### src/rtl/spi_master_cfg.sv
// spi_master_cfg
// Parametrised SPI master with configurable word width, CPOL/CPHA mode,
// bit order and power-of-two SCK divider. It also has an on-chip one-hot,
// active-low slave-select decoder.
// A transfer runs LEAD (H cycles), XFER (2*DATA_W SCK edges, one every H
// cycles) and TRAIL (H cycles), then pulses done for one cycle.
//
// Handshake: start is a request that is sampled only while busy=0. When it
// is accepted, busy rises on the next cycle and stays high until the cycle
// in which done pulses. That cycle is also the first cycle in which a new
// start can be accepted. A start seen while busy=1 is dropped.
module spi_master_cfg #(
    parameter int DATA_W    = 8,
    parameter int SS_ADDR_W = 4,
    parameter int NUM_SS    = 16
) (
    input  logic                 clk,
    input  logic                 rst,
    input  logic                 start,
    input  logic [DATA_W-1:0]    data_in,
    input  logic [SS_ADDR_W-1:0] addr,
    input  logic [2:0]           clk_sel,
    input  logic                 cpol,
    input  logic                 cpha,
    input  logic                 lsb_first,
    input  logic                 miso,
    output logic                 sck,
    output logic                 mosi,
    output logic [NUM_SS-1:0]    ss_n,
    output logic                 busy,
    output logic                 done,
    output logic [DATA_W-1:0]    data_out,
    output logic [1:0]           dbg_state
);

    // The edge counter must hold 2*DATA_W without wrapping.
    localparam int EDGE_W = $clog2(2 * DATA_W + 1);
    localparam logic [EDGE_W-1:0] LAST_EDGE = EDGE_W'(2 * DATA_W);

    typedef enum logic [1:0] {
        IDLE  = 2'd0,
        LEAD  = 2'd1,
        XFER  = 2'd2,
        TRAIL = 2'd3
    } state_t;

    state_t              r_state;
    logic                r_sck;
    logic                r_mosi;
    logic                r_busy;
    logic                r_done;
    logic [NUM_SS-1:0]   r_ss_n;
    logic [DATA_W-1:0]   r_data_out;

    // Shadow copies of the configuration, frozen for the whole frame.
    logic [2:0]          r_clk_sel;
    logic                r_cpol;
    logic                r_cpha;
    logic                r_lsb;

    // Transmit bits still to be sent, and the receive accumulator.
    logic [DATA_W-1:0]   r_tx;
    logic [DATA_W-1:0]   r_rx;

    // Half-period countdown. It reloads with H-1, so it reaches zero once
    // every H cycles.
    logic [6:0]          r_half_cnt;
    // Number of SCK edges already produced in this frame.
    logic [EDGE_W-1:0]   r_edge_cnt;

    logic [NUM_SS-1:0]   w_ss_dec;
    logic [6:0]          w_half_m1_in;
    logic [6:0]          w_half_m1;
    logic [EDGE_W-1:0]   w_edge_num;
    logic                w_sample;
    logic                w_shift;
    logic                w_tx_bit;
    logic [DATA_W-1:0]   w_tx_shift;
    logic [DATA_W-1:0]   w_rx_next;
    logic                w_in_first_bit;
    logic [DATA_W-1:0]   w_in_shifted;

    // H-1 for the live clk_sel (used at frame start) and for the frozen copy.
    assign w_half_m1_in = 7'((8'd1 << clk_sel) - 8'd1);
    assign w_half_m1    = 7'((8'd1 << r_clk_sel) - 8'd1);

    // The edge that fires when the half-period counter expires. Odd edges
    // are leading edges and even edges are trailing edges.
    assign w_edge_num = r_edge_cnt + EDGE_W'(1);

    // cpha=0 samples on leading edges and shifts on trailing edges, except
    // after the final edge. cpha=1 shifts on leading edges and samples on
    // trailing edges.
    assign w_sample = r_cpha ? ~w_edge_num[0] : w_edge_num[0];
    assign w_shift  = r_cpha ? w_edge_num[0]
                             : (~w_edge_num[0] && (w_edge_num != LAST_EDGE));

    // The next transmit bit comes from whichever end matches the bit order.
    assign w_tx_bit   = r_lsb ? r_tx[0] : r_tx[DATA_W-1];
    assign w_tx_shift = r_lsb ? (r_tx >> 1) : (r_tx << 1);

    // Received bits enter from the end that leaves the first bit correctly
    // placed after DATA_W samples.
    assign w_rx_next = r_lsb ? {miso, r_rx[DATA_W-1:1]}
                             : {r_rx[DATA_W-2:0], miso};

    // With cpha=0 the first bit is driven as soon as the frame starts.
    assign w_in_first_bit = lsb_first ? data_in[0] : data_in[DATA_W-1];
    assign w_in_shifted   = lsb_first ? (data_in >> 1) : (data_in << 1);

    // One-hot active-low decode of the requested slave. Out-of-range
    // addresses match no line, so every select stays high.
    always_comb begin
        w_ss_dec = '1;
        for (int i = 0; i < NUM_SS; i++) begin
            if (addr == SS_ADDR_W'(i)) begin
                w_ss_dec[i] = 1'b0;
            end
        end
    end

    // Transfer FSM with all serial and status outputs registered.
    always_ff @(posedge clk) begin
        if (rst) begin
            r_state    <= IDLE;
            r_sck      <= 1'b0;
            r_mosi     <= 1'b0;
            r_busy     <= 1'b0;
            r_done     <= 1'b0;
            r_ss_n     <= '1;
            r_data_out <= '0;
            r_clk_sel  <= 3'd0;
            r_cpol     <= 1'b0;
            r_cpha     <= 1'b0;
            r_lsb      <= 1'b0;
            r_tx       <= '0;
            r_rx       <= '0;
            r_half_cnt <= 7'd0;
            r_edge_cnt <= '0;
        end else begin
            r_done <= 1'b0;
            case (r_state)
                IDLE: begin
                    // While idle, SCK tracks the requested polarity so that
                    // a frame starts from the right level.
                    r_sck <= cpol;
                    if (start) begin
                        r_clk_sel  <= clk_sel;
                        r_cpol     <= cpol;
                        r_cpha     <= cpha;
                        r_lsb      <= lsb_first;
                        r_ss_n     <= w_ss_dec;
                        r_busy     <= 1'b1;
                        r_half_cnt <= w_half_m1_in;
                        r_edge_cnt <= '0;
                        r_rx       <= '0;
                        if (!cpha) begin
                            r_mosi <= w_in_first_bit;
                            r_tx   <= w_in_shifted;
                        end else begin
                            r_tx   <= data_in;
                        end
                        r_state <= LEAD;
                    end
                end

                LEAD, XFER: begin
                    if (r_half_cnt == 7'd0) begin
                        r_half_cnt <= w_half_m1;
                        r_sck      <= ~r_sck;
                        r_edge_cnt <= w_edge_num;
                        if (w_sample) begin
                            r_rx <= w_rx_next;
                        end
                        if (w_shift) begin
                            r_mosi <= w_tx_bit;
                            r_tx   <= w_tx_shift;
                        end
                        if (w_edge_num == LAST_EDGE) begin
                            r_state <= TRAIL;
                        end else begin
                            r_state <= XFER;
                        end
                    end else begin
                        r_half_cnt <= r_half_cnt - 7'd1;
                    end
                end

                TRAIL: begin
                    if (r_half_cnt == 7'd0) begin
                        // An even edge count has already returned SCK to its
                        // idle level. Pin it there explicitly anyway.
                        r_sck      <= r_cpol;
                        r_ss_n     <= '1;
                        r_busy     <= 1'b0;
                        r_done     <= 1'b1;
                        r_data_out <= r_rx;
                        r_edge_cnt <= '0;
                        r_state    <= IDLE;
                    end else begin
                        r_half_cnt <= r_half_cnt - 7'd1;
                    end
                end

                default: begin
                    r_state <= IDLE;
                end
            endcase
        end
    end

    assign sck       = r_sck;
    assign mosi      = r_mosi;
    assign ss_n      = r_ss_n;
    assign busy      = r_busy;
    assign done      = r_done;
    assign data_out  = r_data_out;
    assign dbg_state = r_state;

endmodule

### config.mk
export PLATFORM = sky130hd
export DESIGN_NAME = spi_master_cfg
export DESIGN_NICKNAME = d
export VERILOG_FILES = /design/src/rtl/spi_master_cfg.sv
export SDC_FILE = /design/constraint.sdc
export NUM_CORES = 1
export LEC_CHECK = 0
export ABC_AREA = 1
export CAP_MARGIN = 25
export CORE_MARGIN = 3
export CORE_UTILIZATION = 55
export CTS_CLUSTER_DIAMETER = 150
export DETAILED_ROUTE_END_ITERATION = 8
export PLACE_DENSITY = 0.82
export SYNTH_ARGS = -nofsm -noshare
export SYNTH_HDL_FRONTEND = slang
export SYNTH_SLANG_ARGS = --single-unit
### constraint.sdc
create_clock -name clk -period 1.8 [get_ports clk]
set_input_delay 0.36 -clock clk [delete_from_list [all_inputs] [get_ports clk]]
set_output_delay 0.36 -clock clk [all_outputs]
set_load 0.005 [all_outputs]
* Word-level counts from Yosys, hierarchy flattened *
Cells that the tools add are included.

cells by class
  add/sub/neg operators = 4
  equal/unequal tests = 27
  shifts and indexed selects = 2
  mux-type cells = 60
  bitwise operators = 3
  reduce and logical (&&, ||, !) cells = 17

operators by type and width
  kind                                               count
  2-to-1 mux 8 bit                                   10
  == test 4 bit (second input constant)              8
  2-to-1 mux 16 bit                                  2
  one-hot mux 16 bit (2 select lines)                1
  one-hot mux 8 bit (2 select lines)                 2
  2-to-1 mux 1 bit                                   30
  2-to-1 mux 7 bit                                   3
  one-hot mux 7 bit (3 select lines)                 1
  subtractor 7 x 1 -> 7 bit (second input constant)  3
  == test 4 x 3 -> 1 bit (second input constant)     4
  2-to-1 mux 5 bit                                   3
  one-hot mux 5 bit (3 select lines)                 1
  inequality test 2 bit (second input constant)      7
  << shifter 1 x 3 -> 7 bit (first input constant)   2
  == test 4 x 2 -> 1 bit (second input constant)     2
  AND reduction 2 bit                                4
  AND reduction 4 bit                                2
  zero test 7 bit                                    1
  2-to-1 mux 2 bit                                   3
  one-hot mux 2 bit (3 select lines)                 1
  AND reduction 3 bit                                2
  adder 5 x 1 -> 5 bit (second input constant)       1
  == test 5 bit (second input constant)              1
  inequality test 5 bit (second input constant)      1
  other kinds (12)                                   18

storage, ports and cells
  register bits after elaboration = 64
  input port bits = 22
  output and inout bits = 30

* Depth between registers and ports, before layout *
  word-level depth = 7
  mapped depth = 12

* Worst setup path before layout *
Ideal clock, no wire load.

  kind = register to register
  start point = reg r_state[0] (netlist: dbg_state[0])
  end point = reg r_rx[4]
  data arrival time = 1.613 ns
  slack = 0.068 ns
  cell stages (with the launch flop) = 10
  buffers on the path = 2
  path through = dfxtp_1 -> inv_1 -> ha_1 -> clkbuf_2 -> clkinv_1 -> o21ai_2 -> nand2_2 -> buf_6 -> o21ai_1 -> a21oi_1

on the way
  word-level cells in the longest chain between the ends = 4

ends and longest elaborated chain
  element                                                                       RTL line  text
  start: declaration                                                            47        state_t r_state;
  start signal: assignment                                                      125       r_state <= IDLE;
  start signal: assignment                                                      163       r_state <= LEAD;
  start signal: assignment                                                      180       r_state <= TRAIL;
  == test 2 x 1 -> 1 bit / == test 2 bit (equally long branches)                142       case (r_state)
  OR reduction 2 bit                                                            142
  inequality test 2 bit (no line) / nonzero test 2 bit (equally long branches)  -
  AND reduction 4 bit (no line)                                                 -
  end signal: assignment                                                        173       r_rx <= w_rx_next;
  end: declaration                                                              63        logic [DATA_W-1:0] r_rx;

Several ways; a longest one is shown, not always the timed one.
A chain may end at the register's enable or synchronous reset.

* Worst setup path in the final report *
  start point = reg r_state[0] (netlist: dbg_state[0])
  end point = reg r_ss_n[3] (netlist: ss_n[3])

on the way
  word-level cells in the longest chain between the ends = 3

ends and longest elaborated chain
  element                                                                       RTL line  text
  == test 2 bit / zero test 2 bit (equally long branches)                       142
  inequality test 2 bit (no line) / nonzero test 2 bit (equally long branches)  -
  AND reduction 3 bit (no line)                                                 -
  end signal: assignment                                                        152       r_ss_n <= w_ss_dec;
  end: declaration                                                              52        logic [NUM_SS-1:0] r_ss_n;

Several ways; a longest one is shown, not always the timed one.

==> metrics.txt <==
clk sink count 64; share of power burned in combinational logic 0.384; RR Endpoint ss_n[3]; full die area 7550 um2; number of flops mapped to enable cells by yosys 0; Req. time, crit path 2020 ps; delay-heaviest family, CP buffers and inverters; antenna violations before repair 0; Reg-to-Reg Start dbg_state[0]; max-slew violation count 0; Final ANT Viol Nets 0; slowest stage delay, CP 340 ps; Yosys top cell area share 0.356; critical path arrival 1920 ps; part of the power in registers 0.348; Port Buffer Count 51; IO Pins 52; Yosys warnings 0; Pleak 2.01 nW; H-tree depth 3; Fin. Hold Viols 0; setup violators final 0; row count 28; first-pass GRT wire length 14600 um; Avg WL per Cell 13.8 um; element type at the critical path start flip-flop; crit path launch dbg_state[0]; maximum VDD drop 0.000864 V; worst hold path class flip-flop to flip-flop; worst setup margin 91.5 ps; period utilization 0.949; Synth Flop Type dfxtp_1; routed vias 3768; total power 5.09 mW; Initial DRC Count 228; vias in the first global route 3450; area grow syn2layout 28.8%; Power Density 1100 nW/um2; Synth Cell Area 3600 um2; critical-path cell list buf_4, ha_2, inv_1, nand2_1, a21oi_4, buf_12, buf_4, o22ai_1, nand2_1; register bit total from synthesis 64; Synth cell types 35; TritonCTS clock tree yes; Fmax achieved 585 MHz; Switch Pwr 1.81 mW; core footprint 6130 um2; crit end category flip-flop; CP Depth 9; min Tclk post-route 1710 ps; drt pass-1 iters 5; Async SR Flop Fraction 0; post-synthesis cell count 528; Synth Area per Inst 6.82 um2; Synth area leaders dfxtp_1 (36%), nand2_1 (13%), a21oi_1 (7.8%); routed vias/inst 5.55; clk_lat worst skew 330 ps; Clk pwr share 0.268; switching part of the total power 0.356; pre-CTS setup slack -63.8 ps; Residual DRC 0; setup_tns 0 ps; largest net degree at the start of global routing 52; routability cong. 0.897; Final nets 628; most frequent cell after synthesis nand2_1; list of most frequent post-synthesis cells nand2_1 (129), dfxtp_1 (64), a21oi_1 (56); Worst Tran Pin Value 372 ps; internal cell power 3.28 mW; Worst Reg2Reg Path Length in Cells 9; clk buf depth 2; Post-Route WL 9350 um; worst hold start ss_n[10]; area leader, netlist dfxtp_1; register area share after synthesis 0.356; fill count 442; width of the die 86.9 um; CTS buffer count 9; hpwl dp 6210 um; total track usage 0.239; Worst Hold Depth 2; clk_skew 4.62 ps; crit path max fanout 5; initial core utilization 0.587; # diodes 0; Die H 86.9 um; Crit-path slowest cell dfxtp_1; Hold Slack 472 ps; total global routing overflow 0; status completed; maxcap violations 0; root buffer cell clkbuf_8; WS Path Type flip-flop to flip-flop; FF-to-FF setup slack 90 ps; layout cells sized above 1 0.157; clk slew on worst S/H paths 70 ps; crit path to ss_n[3]; max_slew headroom 0.750; Buf/Inv on CP 4; Mapped Nets 557
## cell type report
cell class,count,area (um2),share of cell area
repair buffers,81,781,0.168
inverters,59,234,0.0504
well taps,75,93.8,0.0202
flip-flops and latches,64,1280,0.277
repair inverters,1,8.76,0.00189
clock inverters,5,80.1,0.0173
multi-input cells,383,2020,0.435
clock buffers,11,141,0.0305
## cell families (layout without fill, tap and decap cells)
family / after synthesis / count (layout) / synth area share
flops: 64 / 64 / 0.356
compound gates: 136 / 136 / 0.229
fa+ha+maj: 7 / 7 / 0.0243
buf+inv: 81 / 157 / 0.0955
xor+xnor: 7 / 7 / 0.0170
simple gates: 233 / 233 / 0.279
## sequential cells by signal, summed over array words and instances, names as in the netlist
name,flops
ss_n,16
sck,1
r_cpha,1
done,1
r_cpol,1
dbg_state,2
r_half_cnt,7
r_rx,8
busy,1
r_tx,8
data_out,8
mosi,1
r_clk_sel,3
r_lsb,1
r_edge_cnt,5
## through the flow
stage	cells	instance area (um2)	util
after global placement	659	4300	0.701
final	679	4640	0.757
after global routing	679	4640	0.757
after floorplan	528	3600	-
after CTS	675	4520	0.738
after detailed placement	659	4300	0.701
## worst reg2reg max path, delay by kind of cell (launching register included)
kind	cells	cell delay [ps]
and+or+nand+nor	2	190
adders and majority gates	1	260
DFF	1	340
AOI/OAI and AO/OA	2	290
buffers and inverters	4	520
## how the worst min path moves through the flow
stage,end,slack [ps]
after global placement,ss_n[4],460
after floorplan,busy,430
after CTS,ss_n[10],480
final,ss_n[10],470
after global routing,ss_n[9],500
after detailed placement,ss_n[10],450
## power by group through the flow
stage	Combinational, mW	Sequential [mW]	Clock (mW)
after CTS	1.79	1.77	1.38
after floorplan	1.25	1.78	0
after global placement	1.73	1.79	0
after global routing	2.18	1.79	1.45
after detailed placement	1.77	1.80	0
final	1.95	1.77	1.36
## metal layers
metal  wire [um]  vias to the layer above  track usage
met5           0                        -            0
met4         150                        0        0.103
met3         622                       21       0.0511
met2        4530                      159        0.391
met1        4050                     1703        0.303
li1            -                     1885            -
## placed cells by master, fill, tap and decap left out, types with 2 or more instances in the layout
cell               n
bufinv_16          2
o22ai_1            2
a21oi_1           56
clkinv_1           2
clkdlybuf4s50_1   51
nand3_1           23
o21ai_1            2
nand2_1          125
o21ai_0           49
nor3_1            16
buf_12             3
nor2_1            43
buf_4             25
o211ai_2          13
nand4_1            6
buf_6              2
a31oi_1            5
nand2_4            3
inv_1             48
nand2_2           12
inv_2              8
dfxtp_2            2
dfxtp_1           62
ha_1               5
a211oi_1           2
nor2_4             2
clkbuf_8          10
xor2_1             7
clkinvlp_4         2
## what timing repair did
action / 4_1_cts / 5_1_grt
endpoints found under the hold margin: 0 / 0
gates resized for setup: 0 / 20
hold buffers: 0 / 0
setup buffers: 0 / 3
endpoints found under the setup margin: 0 / 47
(Power assumes the default switching activity.)
